==> config.mk <==
export PLATFORM = sky130hd
export DESIGN_NAME = tis_node_ctrl_flat
export DESIGN_NICKNAME = d
export VERILOG_FILES = /design/src/rtl/tis_pkg.sv /design/src/rtl/tis_node_ctrl_if.sv /design/src/rtl/tis_imem.sv /design/src/rtl/tis_node_ctrl.sv /design/src/flat_wrapper.sv
export SDC_FILE = /design/constraint.sdc
export NUM_CORES = 1
export LEC_CHECK = 0
export ABC_AREA = 1
export CORE_UTILIZATION = 55
export DETAILED_ROUTE_END_ITERATION = 6
export HOLD_SLACK_MARGIN = 0.08
export PLACE_DENSITY = 0.75
export SYNTH_ARGS = -nofsm -noshare
export SYNTH_HDL_FRONTEND = slang
export SYNTH_SLANG_ARGS = --single-unit
==> constraint.sdc <==
create_clock -name clk -period 6 [get_ports clk]
set_clock_uncertainty 0.05 [all_clocks]
set_input_delay 1.2 -clock clk [delete_from_list [all_inputs] [get_ports clk]]
set_output_delay 1.2 -clock clk [all_outputs]
set_load 0.005 [all_outputs]
==> src/rtl/tis_pkg.sv <==
// Shared types and encodings for the TIS-100-style node sequencer.
// Latency: n/a (definitions only).
// Backpressure: n/a.
package tis_pkg;

  typedef enum logic [3:0] {
    OP_NOP = 4'd0,
    OP_MOV = 4'd1,
    OP_SWP = 4'd2,
    OP_SAV = 4'd3,
    OP_ADD = 4'd4,
    OP_SUB = 4'd5,
    OP_NEG = 4'd6,
    OP_JMP = 4'd7,
    OP_JEZ = 4'd8,
    OP_JNZ = 4'd9,
    OP_JGZ = 4'd10,
    OP_JLZ = 4'd11,
    OP_JRO = 4'd12
  } op_e;

  localparam logic [2:0] SRC_IN0 = 3'd0;
  localparam logic [2:0] SRC_IN1 = 3'd1;
  localparam logic [2:0] SRC_IN2 = 3'd2;
  localparam logic [2:0] SRC_IN3 = 3'd3;
  localparam logic [2:0] SRC_ACC = 3'd4;
  localparam logic [2:0] SRC_IMM = 3'd5;
  localparam logic [2:0] SRC_BAK = 3'd6;
  localparam logic [2:0] SRC_NIL = 3'd7;

  localparam logic [2:0] DST_OUT0 = 3'd0;
  localparam logic [2:0] DST_OUT1 = 3'd1;
  localparam logic [2:0] DST_OUT2 = 3'd2;
  localparam logic [2:0] DST_OUT3 = 3'd3;
  localparam logic [2:0] DST_ACC  = 3'd4;
  localparam logic [2:0] DST_BAK  = 3'd5;
  localparam logic [2:0] DST_NONE = 3'd7;

  localparam logic [1:0] ALU_ADD = 2'b00;
  localparam logic [1:0] ALU_SUB = 2'b01;
  localparam logic [1:0] ALU_NEG = 2'b10;

  localparam logic [1:0] SWPA_DATA = 2'b00;
  localparam logic [1:0] SWPA_ALU  = 2'b01;
  localparam logic [1:0] SWPA_ZERO = 2'b10;
  localparam logic [1:0] SWPA_BAK  = 2'b11;

  typedef enum logic {
    ST_RUN      = 1'b0,
    ST_OUT_WAIT = 1'b1
  } state_e;

  // Field layout of one 18-bit instruction word, MSB first.
  typedef struct packed {
    logic [7:0] imm;
    logic [2:0] dst;
    logic [2:0] src;
    logic [3:0] op;
  } instr_t;

  // Instructions whose src operand is consumed, and so may block on a port.
  function automatic logic uses_src(input logic [3:0] op);
    return (op == OP_MOV) || (op == OP_ADD) || (op == OP_SUB) || (op == OP_JRO);
  endfunction

endpackage

==> src/rtl/tis_node_ctrl_if.sv <==
// Neighbour-port handshake bundle between the node sequencer and its peers.
// Latency: n/a (wires only).
// Backpressure: in_valid/in_ack and out_valid/out_ack pairs per port.
interface tis_node_ctrl_if;
  logic [3:0] in_valid;
  logic [3:0] in_ack;
  logic [3:0] out_valid;
  logic [3:0] out_ack;

  modport master (
    input  in_valid,
    input  out_ack,
    output in_ack,
    output out_valid
  );

  modport slave (
    output in_valid,
    output out_ack,
    input  in_ack,
    input  out_valid
  );
endinterface

==> src/rtl/tis_imem.sv <==
// Program RAM: DEPTH x IW words, synchronous write, asynchronous read.
// Latency: write visible on the read port the cycle after the write edge.
// Backpressure: none.
module tis_imem #(
  parameter int DEPTH = 16,
  parameter int IW    = 18,
  parameter int AW    = $clog2(DEPTH)
) (
  input  logic          clk,
  input  logic          we,
  input  logic [AW-1:0] waddr,
  input  logic [IW-1:0] wdata,
  input  logic [AW-1:0] raddr,
  output logic [IW-1:0] rdata
);
  logic [IW-1:0] mem [DEPTH];

  // Program load port; contents are not touched by reset.
  always_ff @(posedge clk) begin
    if (we) mem[waddr] <= wdata;
  end

  assign rdata = mem[raddr];
endmodule

==> src/rtl/tis_node_ctrl.sv <==
// Node sequencer: program RAM, pc, decode to datapath bundle; optional TIS_DBG_EN adds dbg_halt/dbg_step.
// Latency: 1 cycle per non-port instruction; port write issues then waits in OUT_WAIT for out_ack.
// Backpressure: blocks (idle bundle, pc held) on missing in_valid or pending out_ack.
module tis_node_ctrl
  import tis_pkg::*;
#(
  parameter int DEPTH = 16,
  parameter int IW    = 18,
  parameter int AW    = $clog2(DEPTH)
) (
  input  logic                  clk,
  input  logic                  rst_n,
  input  logic                  prog_we,
  input  logic [AW-1:0]         prog_addr,
  input  logic [IW-1:0]         prog_data,
  input  logic [AW:0]           prog_len,
`ifdef TIS_DBG_EN
  input  logic                  dbg_halt,
  input  logic                  dbg_step,
`endif
  tis_node_ctrl_if.master       nb,
  input  logic [7:0]            ACCond,
  output logic                  SwpActiveReg,
  output logic [1:0]            SwpinA,
  output logic                  SwpinB,
  output logic                  jmpInstr,
  output logic [1:0]            ALUdesk,
  output logic [13:0]           datainstr,
  output logic [AW-1:0]         pc
);

  state_e        state_q, state_d;
  logic [AW-1:0] pc_q, pc_d;
  logic [1:0]    wdst_q, wdst_d;
  logic [IW-1:0] rdata;
  instr_t        ins;
  logic          go;
  logic [2:0]    d_src, d_dst;
  logic [3:0]    in_ack_c, out_valid_c;

  tis_imem #(.DEPTH(DEPTH), .IW(IW), .AW(AW)) u_imem (
    .clk   (clk),
    .we    (prog_we),
    .waddr (prog_addr),
    .wdata (prog_data),
    .raddr (pc_q),
    .rdata (rdata)
  );

  assign ins = rdata;

`ifdef TIS_DBG_EN
  assign go = !dbg_halt || dbg_step;
`else
  assign go = 1'b1;
`endif

  // Next-pc candidates: sequential advance, absolute jump target, relative jump.
  logic [AW:0]        pc_inc;
  logic [AW-1:0]      pc_adv, jmp_tgt, jro_tgt;
  logic signed [9:0]  jro_off, jro_sum, len_m1;

  // Candidate program-counter values for advance, jumps and JRO clamping.
  always_comb begin
    pc_inc  = {1'b0, pc_q} + (AW+1)'(1);
    pc_adv  = (pc_inc >= prog_len) ? '0 : pc_inc[AW-1:0];
    jmp_tgt = ({1'b0, ins.imm[AW-1:0]} >= prog_len) ? '0 : ins.imm[AW-1:0];
    // Port data never reaches this block, so port-sourced offsets act as 0.
    case (ins.src)
      SRC_IMM: jro_off = {{2{ins.imm[7]}}, ins.imm};
      SRC_ACC: jro_off = {{2{ACCond[7]}}, ACCond};
      default: jro_off = '0;
    endcase
    jro_sum = $signed({{(10-AW){1'b0}}, pc_q}) + jro_off;
    len_m1  = $signed({{(9-AW){1'b0}}, prog_len}) - 10'sd1;
    if (jro_sum < 10'sd0)      jro_tgt = '0;
    else if (jro_sum > len_m1) jro_tgt = len_m1[AW-1:0];
    else                       jro_tgt = jro_sum[AW-1:0];
  end

  logic acc_zero, acc_neg, acc_pos, reads, port_rdy;
  assign acc_zero = (ACCond == 8'd0);
  assign acc_neg  = ACCond[7];
  assign acc_pos  = !acc_zero && !acc_neg;
  assign reads    = uses_src(ins.op) && !ins.src[2];
  assign port_rdy = nb.in_valid[ins.src[1:0]];

  // Decode, port handshakes and next-state; idle bundle unless an instruction issues.
  always_comb begin
    SwpActiveReg = 1'b0;
    SwpinA       = SWPA_ZERO;
    SwpinB       = 1'b0;
    jmpInstr     = 1'b1;
    ALUdesk      = ALU_ADD;
    d_src        = ins.src;
    d_dst        = DST_NONE;
    in_ack_c     = '0;
    state_d      = state_q;
    pc_d         = pc_q;
    wdst_d       = wdst_q;
    case (state_q)
      ST_RUN: begin
        if ((prog_len != '0) && go && (!reads || port_rdy)) begin
          if (reads) in_ack_c[ins.src[1:0]] = 1'b1;
          pc_d = pc_adv;
          case (ins.op)
            OP_MOV: begin
              jmpInstr = 1'b0;
              SwpinA   = SWPA_DATA;
              d_dst    = ins.dst;
              // Port write: datapath latches outX at this edge, then we wait for the ack.
              if (!ins.dst[2]) begin
                state_d = ST_OUT_WAIT;
                wdst_d  = ins.dst[1:0];
                pc_d    = pc_q;
              end
            end
            OP_SWP: begin
              jmpInstr     = 1'b0;
              SwpActiveReg = 1'b1;
              SwpinA       = SWPA_BAK;
              SwpinB       = 1'b1;
            end
            OP_SAV: begin
              jmpInstr     = 1'b0;
              SwpActiveReg = 1'b1;
              d_src        = SRC_ACC;
              SwpinA       = SWPA_DATA;
              SwpinB       = 1'b1;
            end
            OP_ADD, OP_SUB: begin
              jmpInstr = 1'b0;
              d_dst    = DST_ACC;
              SwpinA   = SWPA_ALU;
              ALUdesk  = (ins.op == OP_SUB) ? ALU_SUB : ALU_ADD;
            end
            OP_NEG: begin
              jmpInstr = 1'b0;
              d_src    = SRC_ACC;
              d_dst    = DST_ACC;
              SwpinA   = SWPA_ALU;
              ALUdesk  = ALU_NEG;
            end
            OP_JMP: pc_d = jmp_tgt;
            OP_JEZ: if (acc_zero) pc_d = jmp_tgt;
            OP_JNZ: if (!acc_zero) pc_d = jmp_tgt;
            OP_JGZ: if (acc_pos) pc_d = jmp_tgt;
            OP_JLZ: if (acc_neg) pc_d = jmp_tgt;
            OP_JRO: pc_d = jro_tgt;
            default: ;
          endcase
        end
      end
      ST_OUT_WAIT: begin
        if (go && nb.out_ack[wdst_q]) begin
          state_d = ST_RUN;
          pc_d    = pc_adv;
        end
      end
      default: state_d = ST_RUN;
    endcase
  end

  // Pending write is visible on exactly one out_valid bit while in OUT_WAIT.
  always_comb begin
    out_valid_c = '0;
    if (state_q == ST_OUT_WAIT) out_valid_c[wdst_q] = 1'b1;
  end

  // Sequencer state; reset drops any pending port write.
  always_ff @(posedge clk or negedge rst_n) begin
    if (!rst_n) begin
      state_q <= ST_RUN;
      pc_q    <= '0;
      wdst_q  <= '0;
    end else begin
      state_q <= state_d;
      pc_q    <= pc_d;
      wdst_q  <= wdst_d;
    end
  end

  assign nb.in_ack    = in_ack_c;
  assign nb.out_valid = out_valid_c;
  assign datainstr    = {d_src, d_dst, ins.imm};
  assign pc           = pc_q;

endmodule

==> src/flat_wrapper.sv <==
// flat-port wrapper written by rule: the top's interface ports become plain ports
module tis_node_ctrl_flat import tis_pkg::*;
#(
  parameter int DEPTH = 16,
  parameter int IW    = 18,
  parameter int AW    = $clog2(DEPTH)
)
  (clk, rst_n, prog_we, prog_addr, prog_data, prog_len, ACCond, SwpActiveReg, SwpinA, SwpinB, jmpInstr, ALUdesk, datainstr, pc, nb_in_valid, nb_out_ack, nb_in_ack, nb_out_valid);
  tis_node_ctrl_if nb_i ();
  input  logic clk;
  input  logic rst_n;
  input  logic prog_we;
  input  logic [AW-1:0] prog_addr;
  input  logic [IW-1:0] prog_data;
  input  logic [AW:0] prog_len;
  input  logic [7:0] ACCond;
  output logic SwpActiveReg;
  output logic [1:0] SwpinA;
  output logic SwpinB;
  output logic jmpInstr;
  output logic [1:0] ALUdesk;
  output logic [13:0] datainstr;
  output logic [AW-1:0] pc;
  input wire logic [$bits(nb_i.in_valid)-1:0] nb_in_valid;
  input wire logic [$bits(nb_i.out_ack)-1:0] nb_out_ack;
  output wire logic [$bits(nb_i.in_ack)-1:0] nb_in_ack;
  output wire logic [$bits(nb_i.out_valid)-1:0] nb_out_valid;
  assign nb_i.in_valid = nb_in_valid;
  assign nb_i.out_ack = nb_out_ack;
  assign nb_in_ack = nb_i.in_ack;
  assign nb_out_valid = nb_i.out_valid;
  tis_node_ctrl #(.DEPTH(DEPTH), .IW(IW), .AW(AW)) u_core (.clk(clk), .rst_n(rst_n), .prog_we(prog_we), .prog_addr(prog_addr), .prog_data(prog_data), .prog_len(prog_len), .nb(nb_i), .ACCond(ACCond), .SwpActiveReg(SwpActiveReg), .SwpinA(SwpinA), .SwpinB(SwpinB), .jmpInstr(jmpInstr), .ALUdesk(ALUdesk), .datainstr(datainstr), .pc(pc));
endmodule
==> reports/results.ini, run 1 <==
[status]
status = completed

[logic_synthesis]
syn_inst = 1346
syn_area_um2 = 14010
muxShareOfSynthArea_pct = 0.07145
synth-edff-count = 288
async_flop_share_pct = 2.373
seq_area_frac_synth_pct = 62.99
synth_top_area_share_pct = 61.74
synth_compound_area_share_pct = 6.217
netlist_top_cells_count = 369 x nand2_1, 288 x edfxtp_1, 170 x nor2_1, 105 x nand3_1, 79 x inv_1
ys_ff_latch = 295
synth_top_family_by_area = simple AND/OR/NAND/NOR gates
synthTopCellsByArea = edfxtp_1 62%, nand2_1 9.9%, nor2_1 4.6%, nand3_1 3.8%, ha_1 2.2%
synth-xor-area-share_pct = 0.6877
ys_warn_count = 0
ys_types = 47
yosys.area_share.simple_pct = 21.57
synth_most_common_cell = nand2_1
synth_fa_ha_area_share_pct = 2.376
synth_ff_type = edfxtp_1
syn_area_per_cell_um2 = 10.41
synthesis.nets = 1418
synth.largest_area_cell = edfxtp_1

[hold_path]
hold_path_class = flop to flop
whs_endpoint = u_core.wdst_q[1]
min_from = u_core.wdst_q[1]
hold_depth = 2

[clock_tree]
cts_hold_buf = 0
ctsResizeCount = 0
numCtsBuffers = 28
ctsRootBufferMaster = clkbuf_16
post-cts-setup-buffers = 0
cts_tree = done
cts.sinks = 295
clk_path_buf_depth = 3
clock_latency_ns = 0.54
clkSlewWorstSetupHoldPaths_ns = 0.06
cts-htree-levels = 1

[placed_design]
dpl.hpwl_mm = 20.76
port_buffers = 78
gp_congestion = 0.8866
place_inst = 1719

[pwr]
p_leak_nw = 6.046
total_power_mw = 8.128
irDropWorstVdd_v = 0.0003697
power_density_nw_per_um2 = 513.3

[final_layout]
finalNonFillerCells = 1770
area_growth_pct = 13.03
utilization_pct = 63.06
diodes = 0
final_nets = 1491
layout-drive-gt1-share_pct = 9.514

[worst_setup_path]
worstSetupStartpointType = flop
cp.required_ns = 4.75
worst_path_dominant_cell_family = buffers and inverters
critPathSlowestCell = dfrtp_1
end_kind = output pin
crit_buf_inv = 4
path_cells = inv_2, buf_4, nor2_1, o21ai_1, nand3_1, nand2_2, nand2_4, nand2_1, nand2_1, nand2_1, o21ai_2, nor2_4, inv_1, nor3b_1, clkdlybuf4s50_1
regToRegStartpoint = u_core.pc[1]
cp_slowest_stage_delay_ns = 0.66
crit_type = flop to output pin
cp.arrival_ns = 4.27
critPathMostFrequentCell = nand2_1
r2r-end = u_core.pc[1]
r2r_slack_ns = 0.71
crit_fanout = 32
ff2ff_path_depth = 29

[floorplanning]
fp-row-count = 58
dieWidth_um = 161.6
io_pins = 79
initial_core_util_pct = 55.79
dieArea_um2 = 26110
coreArea_um2 = 25110
die_y_um = 161.6

[route]
via_count = 9966
drtIter0Drc = 1109
first_pass_iters = 6
post_drt_wl_per_cell_um = 18.94
viasPerCell = 5.631
finalWirelength_mm = 33.53
drc = 0
ant_nets = 0

[timing]
holdWs_ns = 0.6188
setup_viol = 0
hold_viol = 0
maxSlewViolCount = 0
timing.fmax_mhz = 181.0
setup_tns_ns = 0
tightestPinTransition_ns = 0.9206
max_slew_margin_pct = 38.48
min_period_ns = 5.525
fin_crit_sh_pct = 92.08
rsz0062_at_grt = false

[global_routing]
grt_pass1_vias = 9704
antenna_found_initial = 0
gr-usage-met1_pct = 35.91
grt_max_degree = 124
grt-ovfl-total = 0
grt.total_usage_pct = 26.14
grtUsageMet3_pct = 3.647
gr-usage-met2_pct = 43.04
grt_pass1_wl_mm = 52.27
busiest_layer = met2

[run]
max_cap_violations = 0

-- worst max-delay path by stage --
stage / to / from / slack [ns] / cells after the start
floorplan: u_core.pc[3] / u_core.pc[0] / 1.85 / 34
global placement: u_core.pc[3] / u_core.pc[1] / 1.00 / 31
detailed placement: u_core.pc[3] / u_core.pc[1] / 0.79 / 31
CTS: SwpActiveReg / u_core.pc[1] / 0.52 / 15
global route: u_core.pc[2] / u_core.pc[1] / 0.29 / 32
finish: SwpActiveReg / u_core.pc[1] / 0.48 / 15
-- metal layers --
metal | share of wire (%) | wire length (µm)
met3 | 8.1 | 2716
met4 | 2.6 | 883
met1 | 42 | 14250
met2 | 47 | 15690
met5 | 0 | 0
-- metrics by stage --
stage | area, µm² | setup slack (ns)
2_1_floorplan | 14010 | 1.846
3_3_place_gp | 14980 | 1.003
3_5_place_dp | 14980 | 0.7852
4_1_cts | 15830 | 0.5189
5_1_grt | 15830 | 0.2902
6_report | 15830 | 0.4753
-- flip-flops by register name, summed over array words and instances (netlist names) --
name               cells
u_core.pc              4
u_core.wdst_q          2
u_core.state_q         1
u_core.u_imem.mem    288
-- where the power goes --
group          internal [mW]  leakage [nW]  switching (mW)
clock                  0.925         0.407           0.710
sequential              2.33          2.68          0.0671
combinational           1.41          2.95            2.68
-- layout make-up --
cell class              count  area [µm²]
clock inverters            15       102.6
well taps                 330       412.9
clock buffers              36       752.0
multi-input cells         897        4377
fillers                  1957        9275
inverters                  91       359.1
flip-flops and latches    295        8827
repair buffers            106        1003
-- logic make-up (layout without fill, tap and decap cells) --
family	Yosys count	count (layout)
multiplexers	1	1
AO/OA/AOI/OAI	151	151
flip-flops	295	295
XOR/XNOR	11	11
adder cells (fa/ha/maj)	26	26
AND/OR/NAND/NOR	708	708
buffers and inverters	154	248
-- tightest hold or removal path, delay by kind of cell (launching register included) --
family | cells | cell delay, ns
AOI/OAI and AO/OA | 1 | 0.06
buffers and inverters | 1 | 0.14
DFF | 1 | 0.43
-- layout by cell type, fill, tap and decap left out, types with 3 or more instances in the layout --
cell | netlist | routed
a21oi_1 | 38 | 38
a21oi_2 | 4 | 4
buf_4 | 15 | 27
clkbuf_1 | 3 | 7
clkbuf_16 | 0 | 29
clkdlybuf4s50_1 | 0 | 78
clkinv_1 | 0 | 7
clkinv_2 | 2 | 5
clkinvlp_4 | 0 | 3
dfrtp_1 | 7 | 6
edfxtp_1 | 288 | 288
ha_1 | 25 | 25
inv_1 | 79 | 79
inv_2 | 6 | 6
nand2_1 | 369 | 369
nand2_2 | 16 | 16
nand2_4 | 7 | 7
nand3_1 | 105 | 105
nand3b_1 | 3 | 3
nand4_1 | 12 | 12
nor2_1 | 170 | 154
nor2_2 | 4 | 19
nor2_4 | 6 | 7
nor3_1 | 9 | 9
o211ai_1 | 12 | 12
o21a_1 | 3 | 3
o21ai_0 | 52 | 52
o21ai_1 | 21 | 21
o221ai_1 | 5 | 5
o22ai_1 | 9 | 9
xnor2_1 | 4 | 4
xor2_1 | 7 | 7
(Power assumes the default switching activity.)
==> run 2, diff against run 1 <==
--- a/config.mk
+++ b/config.mk
@@ -8,6 +8,7 @@
 export ABC_AREA = 1
 export CORE_UTILIZATION = 55
 export DETAILED_ROUTE_END_ITERATION = 6
+export GPL_ROUTABILITY_DRIVEN = 0
 export HOLD_SLACK_MARGIN = 0.08
 export PLACE_DENSITY = 0.75
 export SYNTH_ARGS = -nofsm -noshare
==> run 2 against run 1 <==
Sequential share of layout area down 0.066 points. First-iteration DRC count rose by 11%. Die area unchanged. Clock power rose by 3%. Combinational power rose by 1%. Count of clock-buffer cells in the layout decreased by 1. Highest routed layer unchanged.
==> reports/results.ini, run 2 (synthesis gave the netlist of run 1 again) <==
[status]
status = completed

[route]
ant_nets = 0
post_drt_wl_per_cell_um = 19.40
via_count = 10025
drtIter0Drc = 1226
first_pass_iters = 5
drc = 0
finalWirelength_mm = 34.37
viasPerCell = 5.661

[timing]
fin_crit_sh_pct = 87.90
setup_viol = 0
fin_ws_ns = 0.7261
max_slew_margin_pct = 37.18
hold_viol = 0
tightestPinTransition_ns = 0.9401
setup_tns_ns = 0
maxSlewViolCount = 0
rsz0062_at_grt = false
min_period_ns = 5.274
timing.fmax_mhz = 189.6

[clock_tree]
ctsResizeCount = 0
cts_tree = done
cts_hold_buf = 0
numCtsBuffers = 28
cts-htree-levels = 1
clk_path_buf_depth = 3
cts.sinks = 295
clkSlewWorstSetupHoldPaths_ns = 0.07
ctsRootBufferMaster = clkbuf_16
clock_latency_ns = 0.53
post-cts-setup-buffers = 0

[worst_setup_path]
cp.arrival_ns = 4.02
end_kind = output pin
cp.required_ns = 4.75
cp_slowest_stage_delay_ns = 0.62
r2r-end = u_core.pc[0]
r2r_slack_ns = 0.84
crit_fanout = 19
crit_buf_inv = 2
critPathMostFrequentCell = nand2_1
critPathSlowestCell = dfrtp_1
path_cells = nor2_4, buf_4, nand2_1, nor2_1, nor2_1, nand2_2, nand2_4, nor2_4, nand2_1, nand2_1, nand2_1, o21ai_2, or2_1, clkdlybuf4s50_1
ff2ff_path_depth = 30
worst_path_dominant_cell_family = simple AND/OR/NAND/NOR gates
crit_type = flop to output pin
worstSetupStartpointType = flop
regToRegStartpoint = u_core.pc[1]
worst-path-stages = 14

[final_layout]
layout.cells.most_common = nand2_1
utilization_pct = 63.14
finalNonFillerCells = 1771
layout-drive-gt1-share_pct = 9.306
area_growth_pct = 13.17
largest_reg_flops = 288
layout_common_cells = 369 x nand2_1, 288 x edfxtp_1, 154 x nor2_1
regMostFlops = u_core.u_imem.mem
fin_area_um2 = 15850
final_nets = 1490

[placed_design]
post-place-ws_ns = 0.9091
place_area_um2 = 14970
place_inst = 1718
dpl.hpwl_mm = 20.61
port_buffers = 78

[global_routing]
grt_pass1_vias = 9697
grt-ovfl-total = 0
grt_max_degree = 146
grt_pass1_wl_mm = 53.41
antenna_found_initial = 1
grt.total_usage_pct = 26.83

[hold_path]
hold_path_class = flop to flop
min_from = u_core.wdst_q[1]
hold_depth = 2
whs_endpoint = u_core.wdst_q[1]

[pwr]
irDropWorstVdd_v = 0.0006296
p_leak_nw = 6.052
power_density_nw_per_um2 = 518.0

[floorplanning]
coreArea_um2 = 25110
dieWidth_um = 161.6
initial_core_util_pct = 55.79
io_pins = 79
dieArea_um2 = 26110
fp-row-count = 58
die_y_um = 161.6

[run]
max_cap_violations = 0

==> run 2: power breakdown <==
part / switching, mW / leakage (nW) / internal (mW)
Combinational: 2.73 / 2.95 / 1.41
Clock: 0.720 / 0.418 / 0.965
Sequential: 0.0595 / 2.68 / 2.33
Total: 3.51 / 6.05 / 4.70
==> run 2: metal layers <==
| metal | part of all wire, % | track usage, % | up-vias | routed length, µm |
|---|---|---|---|---|
| met5 | 0 | 0 | - | 0 |
| met2 | 47 | 42.81 | 480 | 16110 |
| met4 | 2.2 | 9.305 | 0 | 759 |
| li1 | - | - | 4731 | - |
| met3 | 9.2 | 3.724 | 62 | 3168 |
| met1 | 42 | 37.97 | 4752 | 14330 |
==> run 2: cell type report <==
class / instances / area, µm²
fillers: 1957 / 9256
flip-flops and latches: 295 / 8827
multi-input cells: 897 / 4377
repair buffers: 105 / 996.0
clock buffers: 35 / 748.2
well taps: 330 / 412.9
inverters: 91 / 359.1
clock inverters: 17 / 130.1
diodes: 1 / 2.502
==> run 2: tightest hold or removal path: cells and delay by family, from the launching register on <==
| kind | cells | cell delay [ns] |
|---|---|---|
| flops | 1 | 0.43 |
| buf+inv | 1 | 0.13 |
| compound gates | 1 | 0.06 |
==> run 2: worst max-delay path by stage <==
stage	start	slack (ns)	to
2_1_floorplan	u_core.pc[0]	1.85	u_core.pc[3]
3_3_place_gp	u_core.pc[1]	1.11	u_core.pc[3]
3_5_place_dp	u_core.pc[1]	0.91	u_core.pc[3]
4_1_cts	u_core.pc[0]	0.78	SwpActiveReg
5_1_grt	u_core.pc[1]	0.36	u_core.pc[2]
6_report	u_core.pc[1]	0.73	datainstr[10]
==> run 2: per-stage QoR <==
step                total power, mW  hold slack [ns]
global placement              6.398           0.5936
global route                  8.776           0.6432
finish                        8.211           0.6063
floorplan                     5.395           0.5472
CTS                           8.181           0.5995
detailed placement            6.507           0.5888
==> edit (flow settings as in run 2) <==
Take the reset off `pc_q` and load it in a clocked block of its own.
--- a/src/rtl/tis_node_ctrl.sv
+++ b/src/rtl/tis_node_ctrl.sv
@@ -171,13 +171,15 @@
   always_ff @(posedge clk or negedge rst_n) begin
     if (!rst_n) begin
       state_q <= ST_RUN;
-      pc_q    <= '0;
       wdst_q  <= '0;
     end else begin
       state_q <= state_d;
-      pc_q    <= pc_d;
       wdst_q  <= wdst_d;
     end
+  end
+
+  always_ff @(posedge clk) begin
+    pc_q <= pc_d;
   end
 
   assign nb.in_ack    = in_ack_c;
Formal check against the unedited RTL: not equivalent (a bounded check fails within 4 cycles, from zero or initial values and one cycle with rst_n low).
==> edit against run 2 <==
Area after synthesis grew 0.88%. Register-to-register slack lost 0.22 ns. Total power grew 0.94%. Final area grew 0.85%. Worst setup slack lost 0.42 ns. Sequential share of layout area grew 0.17 points. Sequential cell count grew 4. Sequential power grew 5%. Routed wire length grew 3.7%.
==> edit: results (changes against run 2) <==
Parameter                              Value

Cells and area
  Count of placed standard cells in the final layout, fillers left out    1743 (-1.6%)
  Total of fill cells in the finished design    1907 (-2.6%)
  Share of cells above drive strength 1    9.20% (-0.11 points)
  Post-layout net count    1464 (-1.7%)

Setup path
  Setup slack of the most critical reg-to-reg path    0.62 ns (-0.22 ns)
  Arrival time at the worst endpoint    4.44 ns (+0.42 ns)

GRT
  Global-route wire length before repair    54.3 mm (+1.6%)
  Met3 Track Usage GR    3.96% (+0.23 points)
  Met1 usage    36.4% (-1.6 points)
  Met2 demand-to-capacity share in global routing    46.2% (+3.3 points)
  Overall track demand over capacity in global routing    27.3% (+0.50 points)
  Number of global-route vias before repair    9723 (+0.27%)
  Pin count of the biggest net entering global routing    72 (-51%)

Route
  Met3 Routed Length    3.16 mm (-0.35%)
  Uppermost layer routed    met5
  DR vias/cell    5.86 (+3.6%)
  DRC violation total after the first TritonRoute iteration    1136 (-7.3%)
  Metal1 wirelength    14.3 mm (about the same)

Synth
  Sequential element share of the synthesized area    63.1% (+0.16 points)
  Post-synth EDFFs    292 (+1.4%)
  Biggest area contributors in the synthesized netlist    sky130_fd_sc_hd__edfxtp_1, sky130_fd_sc_hd__nand2_1, sky130_fd_sc_hd__nor2_1
  Mapped Avg Cell Area    10.7 sq um (+2.8%)
  Number of distinct library cell variants in the gate-level netlist after synthesis    51 (+8.5%)
  Post-Synthesis Net Count    1393 (-1.8%)

Placement
  Placed wire-length estimate after detailed placement    20.9 mm (+1.2%)
  Pre-CTS setup slack    0.639 ns (-0.270 ns)
  Number of placed instances with taps included    1689 (-1.7%)
  Placement-stage cell area    15100 sq um (+0.88%)

Power and ir drop
  Total leakage power    6.05 nW (-0.12%)

Timing
  Worst Setup Slack, final    0.310 ns (-0.416 ns)

Status
  Outcome    finished clean

Clock tree
  TritonCTS Buffers    31 (+11%)
  Clock latency of the later-clocked register in the worst-skew pair    0.55 ns (+0.02 ns)
==> edit: cell types whose count changed after synthesis, moves of 5 or more <==
cell                       change
sky130_fd_sc_hd__nand2_1     -117
sky130_fd_sc_hd__o21ai_0      +34
sky130_fd_sc_hd__inv_1        +31
sky130_fd_sc_hd__a21oi_1      -17
sky130_fd_sc_hd__o211ai_1     +15
sky130_fd_sc_hd__o221ai_1     +14
sky130_fd_sc_hd__nand3_1       +8
sky130_fd_sc_hd__clkbuf_1      +6
sky130_fd_sc_hd__nor2_1        -6
sky130_fd_sc_hd__nor4_1        +6
sky130_fd_sc_hd__nand2_4       -5
==> edit: kinds of logic after synthesis <==
logic type,Yosys count,synth area share (%)
xor+xnor,12,0.744
compound gates,204,8.87
flops,299,63.1
fa+ha+maj,26,2.36
buf+inv,189,6.69
simple gates,591,18.2
==> edit: final timing paths <==
path | depth (start not counted) | startpoint | to
setup / recovery | 17 | flip-flop | datainstr[12]
hold / removal | 2 | u_core.wdst_q[1]$_DFFE_PN0P_ | u_core.wdst_q[1]$_DFFE_PN0P_
setup reg to reg | 31 | flip-flop | u_core.pc[2]$_DFFE_PP_
hold reg to reg | 2 | u_core.wdst_q[1]$_DFFE_PN0P_ | u_core.wdst_q[1]$_DFFE_PN0P_
max in group asynchronous | 1 | rst_n | u_core.wdst_q[1]$_DFFE_PN0P_
min in group asynchronous | 1 | rst_n | u_core.state_q$_DFF_PN0_
==> edit: report_power, final <==
group	total, mW	internal, mW	switching [mW]
clock	1.70	0.948	0.755
combinational	4.08	1.43	2.66
sequential	2.50	2.41	0.0955
==> edit: layout make-up <==
type	count	area (sq um)	area share [%]
Sequential cell	299	8930	55.9
Multi-Input combinational cell	833	4310	27.0
Timing Repair Buffer	106	991	6.20
Clock buffer	43	821	5.13
Inverter	121	459	2.87
Tap cell	330	413	2.58
Clock inverter	11	61.3	0.383
==> edit: critical path: stages, from the launching register on <==
cell and delay [ns]:
sky130_fd_sc_hd__dfxtp_4 0.59, sky130_fd_sc_hd__buf_4 0.42, sky130_fd_sc_hd__buf_4 0.52, sky130_fd_sc_hd__nor2_1 0.10, sky130_fd_sc_hd__nor2_1 0.11, sky130_fd_sc_hd__o21ai_1 0.07, sky130_fd_sc_hd__nand3_1 0.12, sky130_fd_sc_hd__nand3_1 0.12
sky130_fd_sc_hd__nand2_2 0.25, sky130_fd_sc_hd__nand2_2 0.10, sky130_fd_sc_hd__o21ai_2 0.12, sky130_fd_sc_hd__nand2_2 0.10, sky130_fd_sc_hd__o21ai_4 0.27, sky130_fd_sc_hd__inv_2 0.08, sky130_fd_sc_hd__o211ai_2 0.14, sky130_fd_sc_hd__nand2_1 0.10
sky130_fd_sc_hd__inv_1 0.07, sky130_fd_sc_hd__clkdlybuf4s50_1 0.51
